===== config.mk =====
export PLATFORM = sky130hd
export DESIGN_NAME = multicycle_controller
export DESIGN_NICKNAME = d
export VERILOG_FILES = /design/src/rtl/multicycle_controller.sv
export SDC_FILE = /design/constraint.sdc
export NUM_CORES = 1
export LEC_CHECK = 0
export BUFFER_PORTS_ARGS = -buffer_cell sky130_fd_sc_hd__buf_2
export CAP_MARGIN = 20
export CELL_PAD_IN_SITES_DETAIL_PLACEMENT = 1
export CELL_PAD_IN_SITES_GLOBAL_PLACEMENT = 2
export CORE_MARGIN = 2
export CORE_UTILIZATION = 13
export DETAILED_ROUTE_END_ITERATION = 8
export PLACE_DENSITY = 0.75
export SLEW_MARGIN = 30
export SYNTH_ARGS = -nofsm -noshare
export SYNTH_HDL_FRONTEND = slang
export SYNTH_SLANG_ARGS = --single-unit

===== constraint.sdc =====
create_clock -name clk -period 1.4 [get_ports clk]
set_input_delay 0.28 -clock clk [delete_from_list [all_inputs] [get_ports clk]]
set_output_delay 0.28 -clock clk [all_outputs]
set_load 0.01 [all_outputs]

===== src/rtl/multicycle_controller.sv =====
// -----------------------------------------------------------------------------
// multicycle_controller
//
// Main control unit of the RISC-V multicycle core. A Moore state machine
// sequences FETCH / DECODE / MEMADR / MEMREAD / MEMWB / MEMWRITE / EXECUTER /
// EXECUTEI / ALUWB / BRANCH / JAL. The ALU decoder and the immediate-format
// decoder are folded in as combinational logic.
//
// Optional feature: define RV_BNE_EN to accept branch funct3 001 (bne).
// Without it only beq (funct3 000) is a legal branch; anything else takes the
// illegal path (DECODE -> FETCH with Illegal=1).
//
// Ports:
//   clk        in   system clock, rising edge
//   reset      in   asynchronous, active-low reset
//   Instr      in   instruction register ([6:0], [14:12], [30] are used)
//   Zero       in   ALU zero flag
//   PCWrite    out  PC enable (in BRANCH: branch taken, combinational on Zero)
//   AdrSrc     out  memory address select (0 = PC, 1 = Result)
//   MemWrite   out  memory write strobe
//   IRWrite    out  instruction register / OldPC enable
//   ResultSrc  out  Result select (00 ALUOut, 01 Data, 10 ALUResult)
//   ALUControl out  ALU op (000 add, 001 sub, 010 and, 011 or, 101 slt)
//   ALUSrcA    out  SrcA select (00 PC, 01 OldPC, 10 A)
//   ALUSrcB    out  SrcB select (00 WriteData, 01 ImmExt, 10 const 4)
//   ImmSrc     out  immediate format (00 I, 01 S, 10 B, 11 J)
//   RegWrite   out  register file write enable
//   Illegal    out  one-cycle pulse in DECODE for unsupported opcode/funct3
//   dbg_state  out  current FSM state encoding, for observation only
// -----------------------------------------------------------------------------
module multicycle_controller (
  input  logic        clk,
  input  logic        reset,
  input  logic [31:0] Instr,
  input  logic        Zero,
  output logic        PCWrite,
  output logic        AdrSrc,
  output logic        MemWrite,
  output logic        IRWrite,
  output logic [1:0]  ResultSrc,
  output logic [2:0]  ALUControl,
  output logic [1:0]  ALUSrcA,
  output logic [1:0]  ALUSrcB,
  output logic [1:0]  ImmSrc,
  output logic        RegWrite,
  output logic        Illegal,
  output logic [3:0]  dbg_state
);

  typedef enum logic [3:0] {
    S_FETCH    = 4'd0,
    S_DECODE   = 4'd1,
    S_MEMADR   = 4'd2,
    S_MEMREAD  = 4'd3,
    S_MEMWB    = 4'd4,
    S_MEMWRITE = 4'd5,
    S_EXECUTER = 4'd6,
    S_EXECUTEI = 4'd7,
    S_ALUWB    = 4'd8,
    S_BRANCH   = 4'd9,
    S_JAL      = 4'd10
  } state_t;

  localparam logic [6:0] OP_LW  = 7'b0000011;
  localparam logic [6:0] OP_SW  = 7'b0100011;
  localparam logic [6:0] OP_R   = 7'b0110011;
  localparam logic [6:0] OP_I   = 7'b0010011;
  localparam logic [6:0] OP_JAL = 7'b1101111;
  localparam logic [6:0] OP_BR  = 7'b1100011;

  state_t     state_q, state_d;
  logic [6:0] opcode;
  logic [2:0] funct3;
  logic       branch_ok;
  logic       branch_taken;
  logic [2:0] alu_dec;

  // Raw enables before the reset gate.
  logic pc_write_raw, mem_write_raw, ir_write_raw, reg_write_raw, illegal_raw;

  logic unused_instr_bits;
  assign unused_instr_bits = ^{Instr[31], Instr[29:15], Instr[11:7]};

  assign opcode    = Instr[6:0];
  assign funct3    = Instr[14:12];
  assign dbg_state = state_q;

  // Supported branch kinds and their taken condition.
  always_comb begin
    branch_ok    = 1'b0;
    branch_taken = 1'b0;
`ifdef RV_BNE_EN
    branch_ok    = (funct3 == 3'b000) || (funct3 == 3'b001);
    branch_taken = (funct3 == 3'b001) ? ~Zero : Zero;
`else
    branch_ok    = (funct3 == 3'b000);
    branch_taken = Zero;
`endif
  end

  // ALU decoder; only sub needs Instr[30], and only for R-type (addi with a
  // negative immediate can have bit 30 set and must stay add).
  always_comb begin
    alu_dec = 3'b000;
    case (funct3)
      3'b000:  alu_dec = ((opcode == OP_R) && Instr[30]) ? 3'b001 : 3'b000;
      3'b010:  alu_dec = 3'b101;
      3'b110:  alu_dec = 3'b011;
      3'b111:  alu_dec = 3'b010;
      default: alu_dec = 3'b000;
    endcase
  end

  // Immediate format depends only on the opcode, in every state.
  always_comb begin
    ImmSrc = 2'b00;
    case (opcode)
      OP_LW, OP_I: ImmSrc = 2'b00;
      OP_SW:       ImmSrc = 2'b01;
      OP_BR:       ImmSrc = 2'b10;
      OP_JAL:      ImmSrc = 2'b11;
      default:     ImmSrc = 2'b00;
    endcase
  end

  // Next-state logic.
  always_comb begin
    state_d = state_q;
    case (state_q)
      S_FETCH:  state_d = S_DECODE;
      S_DECODE: begin
        case (opcode)
          OP_LW, OP_SW: state_d = S_MEMADR;
          OP_R:         state_d = S_EXECUTER;
          OP_I:         state_d = S_EXECUTEI;
          OP_JAL:       state_d = S_JAL;
          OP_BR:        state_d = branch_ok ? S_BRANCH : S_FETCH;
          default:      state_d = S_FETCH;
        endcase
      end
      S_MEMADR:   state_d = (opcode == OP_SW) ? S_MEMWRITE : S_MEMREAD;
      S_MEMREAD:  state_d = S_MEMWB;
      S_MEMWB:    state_d = S_FETCH;
      S_MEMWRITE: state_d = S_FETCH;
      S_EXECUTER: state_d = S_ALUWB;
      S_EXECUTEI: state_d = S_ALUWB;
      S_ALUWB:    state_d = S_FETCH;
      S_BRANCH:   state_d = S_FETCH;
      S_JAL:      state_d = S_ALUWB;
      default:    state_d = S_FETCH;
    endcase
  end

  // State register: the only storage in the block.
  always_ff @(posedge clk or negedge reset) begin
    if (!reset) state_q <= S_FETCH;
    else        state_q <= state_d;
  end

  // Moore output decode.
  always_comb begin
    pc_write_raw  = 1'b0;
    mem_write_raw = 1'b0;
    ir_write_raw  = 1'b0;
    reg_write_raw = 1'b0;
    illegal_raw   = 1'b0;
    AdrSrc        = 1'b0;
    ResultSrc     = 2'b00;
    ALUControl    = 3'b000;
    ALUSrcA       = 2'b00;
    ALUSrcB       = 2'b00;
    case (state_q)
      S_FETCH: begin
        ir_write_raw = 1'b1;
        pc_write_raw = 1'b1;
        ALUSrcB      = 2'b10;
        ResultSrc    = 2'b10;
      end
      S_DECODE: begin
        ALUSrcA     = 2'b01;
        ALUSrcB     = 2'b01;
        // Illegal exactly when DECODE falls back to FETCH.
        illegal_raw = (state_d == S_FETCH);
      end
      S_MEMADR: begin
        ALUSrcA = 2'b10;
        ALUSrcB = 2'b01;
      end
      S_MEMREAD: AdrSrc = 1'b1;
      S_MEMWB: begin
        ResultSrc     = 2'b01;
        reg_write_raw = 1'b1;
      end
      S_MEMWRITE: begin
        AdrSrc        = 1'b1;
        mem_write_raw = 1'b1;
      end
      S_EXECUTER: begin
        ALUSrcA    = 2'b10;
        ALUControl = alu_dec;
      end
      S_EXECUTEI: begin
        ALUSrcA    = 2'b10;
        ALUSrcB    = 2'b01;
        ALUControl = alu_dec;
      end
      S_ALUWB: reg_write_raw = 1'b1;
      S_BRANCH: begin
        ALUSrcA      = 2'b10;
        ALUControl   = 3'b001;
        pc_write_raw = branch_taken;
      end
      S_JAL: begin
        ALUSrcA      = 2'b01;
        ALUSrcB      = 2'b10;
        pc_write_raw = 1'b1;
      end
      default: ;
    endcase
  end

  // Enables are held low for the whole time reset is asserted; the state is
  // already FETCH then, so the remaining outputs show FETCH values.
  assign PCWrite  = pc_write_raw  & reset;
  assign MemWrite = mem_write_raw & reset;
  assign IRWrite  = ir_write_raw  & reset;
  assign RegWrite = reg_write_raw & reset;
  assign Illegal  = illegal_raw   & reset;

endmodule


==> reports/metrics.cfg, run 1 <==
[yosys]
synthesis.area_um2=544.3
syn_nets=116
postSynthAreaPerCell_um2=6.719
synth-warning-count=0
postSynthCellCount=81
register_bit_total_from_synthesis=4
synth.lib_cells_used.distinct=34
ys_seq_area_share_pct=18.39

[place]
place.detailed.hpwl_um=2005
numPlacedInstances=190
portBuffers=34
preCtsSetupSlack_ns=-0.3525
finalWeightedCongestion=0.7683

[route]
dr_drc_count=0
drtAntennaViolNets=0
drtIter0Drc=3
routedWlPerCell_um=14.21
post_drt_via_cell_ratio=4.426
drt-pass1-iter-count=3
detailroute.via_count=903
detail_route.wirelength_um=2898

[grt]
grt_max_degree=8
grt.met1_usage_pct=12.93
globalRouteMet3Util_pct=3.247
grt.busiest_layer=met2
grt_pass1_wl_um=4526
grt_pass1_vias=988
globalRouteMet2Util_pct=26.92
grt_usage_pct=13.32
grt_antenna_before_repair=0
grt_remaining_overflow=0

[die]
std_cell_rows=23
io_pins=56
initial_core_utilization_pct=13.51
overall_die_width_um=68.71
floorplan.core_area_mm2=0.004029
design.die.area_mm2=0.004720
chipHeight_um=68.71

[cells_and_area]
post_route_cells_drive_above_1_share_pct=78.57
synthToLayoutAreaGrowth_pct=154.5
largest_register_ff_count=4
fin_cells=204
final-seq-area_um2=103.9
layout.filler_cells=486
insertedDiodeCount=0
finish.net_count=191
multi_input_comb_area_um2=576.8
final_util_pct=34.38

[critical_path]
largest_fanout_of_any_net_on_the_critical_path=2
worst-endpoint-arrival_ns=1.44
end_kind=output port
timing.reg2reg.worst_path_depth=4
crit_path_start_kind=input port
crit-reg2reg-capture=dbg_state[3]
timing.reg2reg.setup_slack_ns=0.09
cp_data_required_time_ns=1.12
path_delay_family=simple AND/OR/NAND/NOR gates
critical_path.n_buffers_inverters=2
cp_cell_sequence=buf_6 -> or3_4 -> or3_4 -> and4_4 -> buf_6
worstSetupPathType=in2out
crit_path_max_incr_delay_ns=0.39
critPathSlowestCell=sky130_fd_sc_hd__or3_4
critical_path.reg2reg.startpoint=dbg_state[1]

[clock_network]
cts_buffers=3
cts.sink_count=4
clk-insertion-delay-late_ns=0.22
ctsLongestPathBuffers=2
clock_tree_root=sky130_fd_sc_hd__clkbuf_8
tritoncts=yes
cts_htree_levels=1
cts.reportedPaths.clkPinSlew_ns=0.03

[timing]
rsz0062_at_grt=yes
final_hold_violating_endpoints=0
setup_viol=17
clock_skew_ns=0.003880
setup_tns_ns=-3.112
period_needed_ns=1.718
worst_slew_margin_rel_pct=78.58
timing.fmax_ghz=0.5819
final_worst_path_period_share_pct=122.7
post_route_setup_slack_ns=-0.3184
tightest_slew_ns=0.3180
count_of_pins_over_their_slew_limit=0

[run_status]
status=complete, but fails checks
failed_checks=negative setup slack

[pwr]
total_leakage_power_nw=0.6559
total_power_of_the_final_layout_mw=1.584
power_per_cell_area_mw_per_mm2=1144
power.ir.vdd_worst_uv=461.8

[min_path]
path_class_of_the_lowest_slack_min_delay_path=in2async

[job]
max-cap-violations=0

-- report_power, final --
part | internal [mW] | switching (mW) | total (mW)
sequential | 0.141 | 0.0492 | 0.190
clock | 0.184 | 0.0657 | 0.249
combinational | 0.617 | 0.528 | 1.14
total | 0.942 | 0.642 | 1.58
-- timing repair --
| item | in CTS | in global routing |
|---|---|---|
| hold buffers | 1 | 0 |
| setup endpoints to repair | 16 | 17 |
| hold endpoints to repair | 4 | 0 |
| resized for setup | 55 | 13 |
| pin swaps | 19 | 13 |
| setup buffers | 9 | 4 |
-- worst min-delay path, delay by kind of cell --
family	cells	cell delay [ns]
buffers and inverters	3	0.87
-- worst max path at each step --
stage / from / end / depth (start not counted)
2_1_floorplan: Instr[3] / ALUControl[0] / 3
3_3_place_gp: Instr[3] / Illegal / 5
3_5_place_dp: Instr[3] / Illegal / 5
4_1_cts: Instr[6] / ALUControl[0] / 5
5_1_grt: dbg_state[3] / Illegal / 5
6_report: Instr[2] / Illegal / 5
-- logic make-up (layout without fill, tap and decap cells) --
kind of cell	Yosys count	count (layout)	synth area share [%]
AO/OA/AOI/OAI	17	17	20.92
XOR/XNOR	3	3	4.828
buffers and inverters	10	83	8.275
flip-flops	4	4	18.39
multiplexers	1	1	1.839
AND/OR/NAND/NOR	46	46	45.75
-- cells in the mapped netlist, drive strengths merged --
cell / instances / area (um^2)
a211oi: 1 / 12.51
a21oi: 6 / 30.03
a221oi: 1 / 8.760
a22oi: 1 / 7.510
a31oi: 1 / 6.260
and2: 2 / 13.77
and3: 2 / 12.51
and3b: 1 / 8.760
and4: 1 / 8.760
and4b: 1 / 10.01
buf: 4 / 22.52
clkbuf: 1 / 3.750
dfrtp: 4 / 100.1
inv: 5 / 18.77
mux2i: 1 / 10.01
nand2: 8 / 30.03
nand2b: 2 / 12.51
nand3: 2 / 10.01
nand4: 1 / 6.260
nand4b: 1 / 8.760
nor2: 12 / 45.04
nor2b: 2 / 12.51
nor3: 7 / 35.03
o21a: 1 / 7.510
o21ai: 4 / 20.02
o221ai: 1 / 15.01
o22ai: 1 / 6.260
or2: 1 / 6.260
or3: 3 / 28.78
xnor2: 2 / 17.52
xor2: 1 / 8.760
-- metal layers --
| layer | wire (um) | part of all wire (%) |
|---|---|---|
| met2 | 1661 | 57 |
| met4 | 30 | 1.0 |
| met5 | 0 | 0 |
| met1 | 1036 | 36 |
| met3 | 169 | 5.8 |
-- area by class of cell --
| cell class | instances | area share, % |
|---|---|---|
| Clock buffer | 3 | 2.981 |
| Inverter | 5 | 1.536 |
| Multi-Input combinational cell | 67 | 41.64 |
| Sequential cell | 4 | 7.498 |
| Tap cell | 50 | 4.517 |
| Timing Repair Buffer | 75 | 41.82 |
-- cells in the final DEF, fill, tap and decap left out, types with 3 or more instances in the layout --
master / Yosys / layout
sky130_fd_sc_hd__a21oi_2: 0 / 4
sky130_fd_sc_hd__buf_2: 3 / 29
sky130_fd_sc_hd__buf_4: 1 / 22
sky130_fd_sc_hd__buf_6: 0 / 23
sky130_fd_sc_hd__clkbuf_8: 0 / 3
sky130_fd_sc_hd__dfrtp_2: 0 / 3
sky130_fd_sc_hd__nand2_1: 8 / 4
sky130_fd_sc_hd__nand2_2: 0 / 3
sky130_fd_sc_hd__nor2_1: 12 / 6
sky130_fd_sc_hd__nor2_4: 0 / 4
sky130_fd_sc_hd__nor3_2: 0 / 4
sky130_fd_sc_hd__o21ai_0: 4 / 3
-- stage by stage --
step / hold slack, ns / area, um^2
finish: 0.5716 / 1385
global route: 0.5993 / 1385
CTS: 0.5683 / 1323
detailed placement: 0.2010 / 996.0
global placement: 0.2042 / 996.0
floorplan: -0.01559 / 586.8
Power figures use the tool's default switching activity.
==> run 2, diff against run 1 <==
--- a/config.mk
+++ b/config.mk
@@ -5,14 +5,15 @@
 export SDC_FILE = /design/constraint.sdc
 export NUM_CORES = 1
 export LEC_CHECK = 0
+export ABC_AREA = 1
 export BUFFER_PORTS_ARGS = -buffer_cell sky130_fd_sc_hd__buf_2
 export CAP_MARGIN = 20
 export CELL_PAD_IN_SITES_DETAIL_PLACEMENT = 1
 export CELL_PAD_IN_SITES_GLOBAL_PLACEMENT = 2
 export CORE_MARGIN = 2
-export CORE_UTILIZATION = 13
+export CORE_UTILIZATION = 12
 export DETAILED_ROUTE_END_ITERATION = 8
-export PLACE_DENSITY = 0.75
+export PLACE_DENSITY = 0.77
 export SLEW_MARGIN = 30
 export SYNTH_ARGS = -nofsm -noshare
 export SYNTH_HDL_FRONTEND = slang
==> reports/metrics.cfg, run 2 <==
[run_status]
status=complete, but fails checks
failed_checks=negative setup slack

[die]
chipHeight_um=68.90  ; +0.28%
floorplan.core_area_mm2=0.004029  ; unchanged
std_cell_rows=23  ; unchanged
initial_core_utilization_pct=12.55  ; -0.96 points
io_pins=56  ; unchanged
overall_die_width_um=68.90  ; +0.28%
design.die.area_mm2=0.004747  ; +0.57%

[critical_path]
most_used_cell_cp=sky130_fd_sc_hd__nand2_1
worst-endpoint-arrival_ns=1.43  ; about the same
worstSetupPathType=reg2out
crit_path_max_incr_delay_ns=0.43  ; +0.04 ns
cp_cell_sequence=buf_4 -> nand2_2 -> nand2_1 -> a21oi_2 -> nand2_1 -> nor2_1 -> buf_2
end_kind=output port
crit_path_start_kind=register
largest_fanout_of_any_net_on_the_critical_path=4  ; +2
critPathSlowestCell=sky130_fd_sc_hd__dfrtp_2
cp_data_required_time_ns=1.12  ; about the same

[yosys]
ys_seq_area_share_pct=19.80  ; +1.4 points
post-synth-top-count-cell=sky130_fd_sc_hd__nand2_1
synthesis.area_um2=505.5  ; -7.1%
register_bit_total_from_synthesis=4  ; unchanged
synth.lib_cells_used.distinct=17  ; -50%
async_reset_ff_share_pct=100.0  ; unchanged
synth_edf_count=0  ; unchanged
post_synth_xor_area_fraction_pct=0  ; -4.8 points
synth.mux.area_fraction_pct=0  ; -1.8 points
synth_top_area_cell=sky130_fd_sc_hd__dfrtp_1
synth_fa_ha_area_share_pct=0  ; unchanged
postSynthCellCount=90  ; +11%
synth.cells.most_frequent=24 x sky130_fd_sc_hd__nand2_1, 14 x sky130_fd_sc_hd__inv_1, 12 x sky130_fd_sc_hd__nor2_1, 8 x sky130_fd_sc_hd__inv_2, 5 x sky130_fd_sc_hd__nand3_1
synth_area_in_compound_gates_pct=12.62  ; -8.3 points
synth-warning-count=0  ; unchanged
syn_nets=125  ; +7.8%
synth_simple_gate_area_share_pct=51.24  ; +5.5 points
yosysTopAreaCellShare_pct=19.80  ; +1.4 points
synth.area.top_cells=sky130_fd_sc_hd__dfrtp_1 20%, sky130_fd_sc_hd__nand2_1 18%, sky130_fd_sc_hd__inv_1 10%
combinational_family_with_the_most_area_after_synthesis=simple AND/OR/NAND/NOR gates
synth_top_flop_cell=sky130_fd_sc_hd__dfrtp_1
postSynthAreaPerCell_um2=5.617  ; -16%

[clock_network]
ctsLongestPathBuffers=2  ; unchanged
cts_htree_levels=1  ; unchanged
cts.reportedPaths.clkPinSlew_ns=0.03  ; about the same
cts.sink_count=4  ; unchanged
clock_tree_root=sky130_fd_sc_hd__clkbuf_8
cts_buffers=3  ; unchanged
clk-insertion-delay-late_ns=0.22  ; about the same
tritoncts=yes

[grt]
grt_pass1_wl_um=3215  ; -29%
grt_antenna_before_repair=0  ; unchanged
grt_usage_pct=8.824  ; -4.5 points
grt_max_degree=7  ; -1
grt_pass1_vias=809  ; -18%
grt_remaining_overflow=0  ; unchanged

[pwr]
power.combinational.fraction_pct=63.2  ; -9.1 points
power.ir.vdd_worst_uv=328.3  ; -29%
total_leakage_power_nw=0.6653  ; +1.4%
p_int_mw=0.7021  ; -25%
power_per_cell_area_mw_per_mm2=1032  ; -9.7%
power.share.switching_pct=42.05  ; +1.5 points
switchingPower_mw=0.5094  ; -21%
proportion_of_power_drawn_by_flip_flops_and_latches_pct=15.5  ; +3.5 points
clockPowerShare_pct=21.3  ; +5.6 points

[cells_and_area]
finish.net_count=196  ; +2.6%
layout.cells.most_common=sky130_fd_sc_hd__buf_2
insertedDiodeCount=0  ; unchanged
final_area_mm2=0.001174  ; -15%
most-common-layout-cells=29 x sky130_fd_sc_hd__buf_2, 25 x sky130_fd_sc_hd__buf_4, 20 x sky130_fd_sc_hd__nand2_1, 14 x sky130_fd_sc_hd__inv_2, 11 x sky130_fd_sc_hd__buf_6
layout.filler_cells=523  ; +7.6%
synthToLayoutAreaGrowth_pct=132.2
largest_register_ff_count=4  ; unchanged
post_route_cells_drive_above_1_share_pct=71.25  ; -7.3 points

[timing]
final_hold_violating_endpoints=0  ; unchanged
count_of_pins_over_their_slew_limit=0  ; unchanged
timing.fmax_ghz=0.5833  ; +0.23%
setup_viol=15  ; -2
clock_skew_ns=0.005558  ; +0.001678 ns
tightest_slew_ns=0.2567  ; -0.06122 ns
worst_slew_margin_rel_pct=82.81  ; +4.2 points
period_needed_ns=1.714  ; -0.003963 ns
hold-worst-slack_ns=0.4553  ; -0.1163 ns
post_route_setup_slack_ns=-0.3144  ; +0.003963 ns
rsz0062_at_grt=yes
final_worst_path_period_share_pct=122.5  ; -0.28 points

[place]
place.detailed.hpwl_um=1696  ; -15%
placedInstanceArea_um2=924.6  ; -7.2%
finalWeightedCongestion=0.7171  ; -6.7%
portBuffers=34  ; unchanged

[route]
dr_drc_count=0  ; unchanged
routedWlPerCell_um=9.738  ; -31%
post_drt_via_cell_ratio=3.790  ; -14%
drtIter0Drc=8  ; +5
drt-pass1-iter-count=3  ; unchanged
detail_route.wirelength_um=2045  ; -29%
drtAntennaViolNets=0  ; unchanged
detailroute.via_count=796  ; -12%

[job]
max-cap-violations=0  ; unchanged

[min_path]
path_class_of_the_lowest_slack_min_delay_path=in2async

run 2: cell types whose count changed after synthesis, sizes merged, moves of 3 or more:
cell / before / now
buf: 4 / 0
inv: 5 / 22
nand2: 8 / 27
nand3: 2 / 5
nor2: 12 / 17
nor3: 7 / 3
o21ai: 4 / 0
or3: 3 / 0
run 2: area by class of cell:
type / instances / area (um^2) / share of cell area (%)
multi-input cells: 64 / 411.6 / 35.07
inverters: 22 / 82.58 / 7.036
clock buffers: 4 / 45.04 / 3.838
flip-flops and latches: 4 / 105.1 / 8.955
repair buffers: 66 / 466.7 / 39.77
well taps: 50 / 62.56 / 5.330
run 2: per-stage QoR:
stage,setup WS (ns),util [%],instances,power (mW),setup TNS [ns]
3_5_place_dp,-0.1448,22.95,197,0.8449,-0.4262
6_report,-0.3144,29.13,210,1.212,-2.851
2_1_floorplan,0.003383,-,90,0.5436,0
5_1_grt,-0.4000,29.13,210,1.313,-4.131
3_3_place_gp,-0.1390,22.95,197,0.8299,-0.3562
4_1_cts,-0.3341,27.45,207,1.189,-3.229
run 2: power groups by stage:
| stage | logic (mW) | clock network, mW | registers (mW) |
|---|---|---|---|
| after global placement | 0.646 | 0 | 0.184 |
| after global routing | 0.850 | 0.271 | 0.192 |
| final | 0.765 | 0.258 | 0.188 |
| after detailed placement | 0.660 | 0 | 0.185 |
| after CTS | 0.739 | 0.262 | 0.189 |
| after floorplan | 0.355 | 0 | 0.188 |
run 2: worst paths after layout:
path	slack (ns)	startpoint	to	cells after the start
worst min register to register	0.73	dbg_state[3]	dbg_state[1]	5
min in group clk	0.48	Instr[6]	dbg_state[1]	5
worst max-delay path	-0.31	dbg_state[1]	Illegal	7
worst max register to register	0.03	dbg_state[2]	dbg_state[2]	6
worst min-delay path	0.46	reset	dbg_state[1]	2
max in group asynchronous	0.76	reset	dbg_state[2]	2
run 2: critical path, delay by kind of cell, from the launching register on:
kind / cells / cell delay (ns)
AND/OR/NAND/NOR: 4 / 0.34
buffers and inverters: 2 / 0.30
AO/OA/AOI/OAI: 1 / 0.14
flip-flops: 1 / 0.43
run 2: what timing repair did:
action                                  4_1_cts  5_1_grt
pin swaps                                    10       11
hold buffers                                  1        0
endpoints found under the setup margin       15       17
buffers inserted                              6        3
hold endpoints to repair                      4        0
gates resized for setup                      22       15
run 2: logic make-up after synthesis:
family	Yosys count
buf+inv	22
compound gates	9
flops	4
simple gates	55
run 2: routing by layer:
metal  routed length, um  global-route usage, %  up-vias
met1                 824                  10.47      361
li1                    -                      -      416
met3                  63                      0        2
met4                  21                  3.676        0
met5                   0                      0        -
met2                1136                  16.71       17
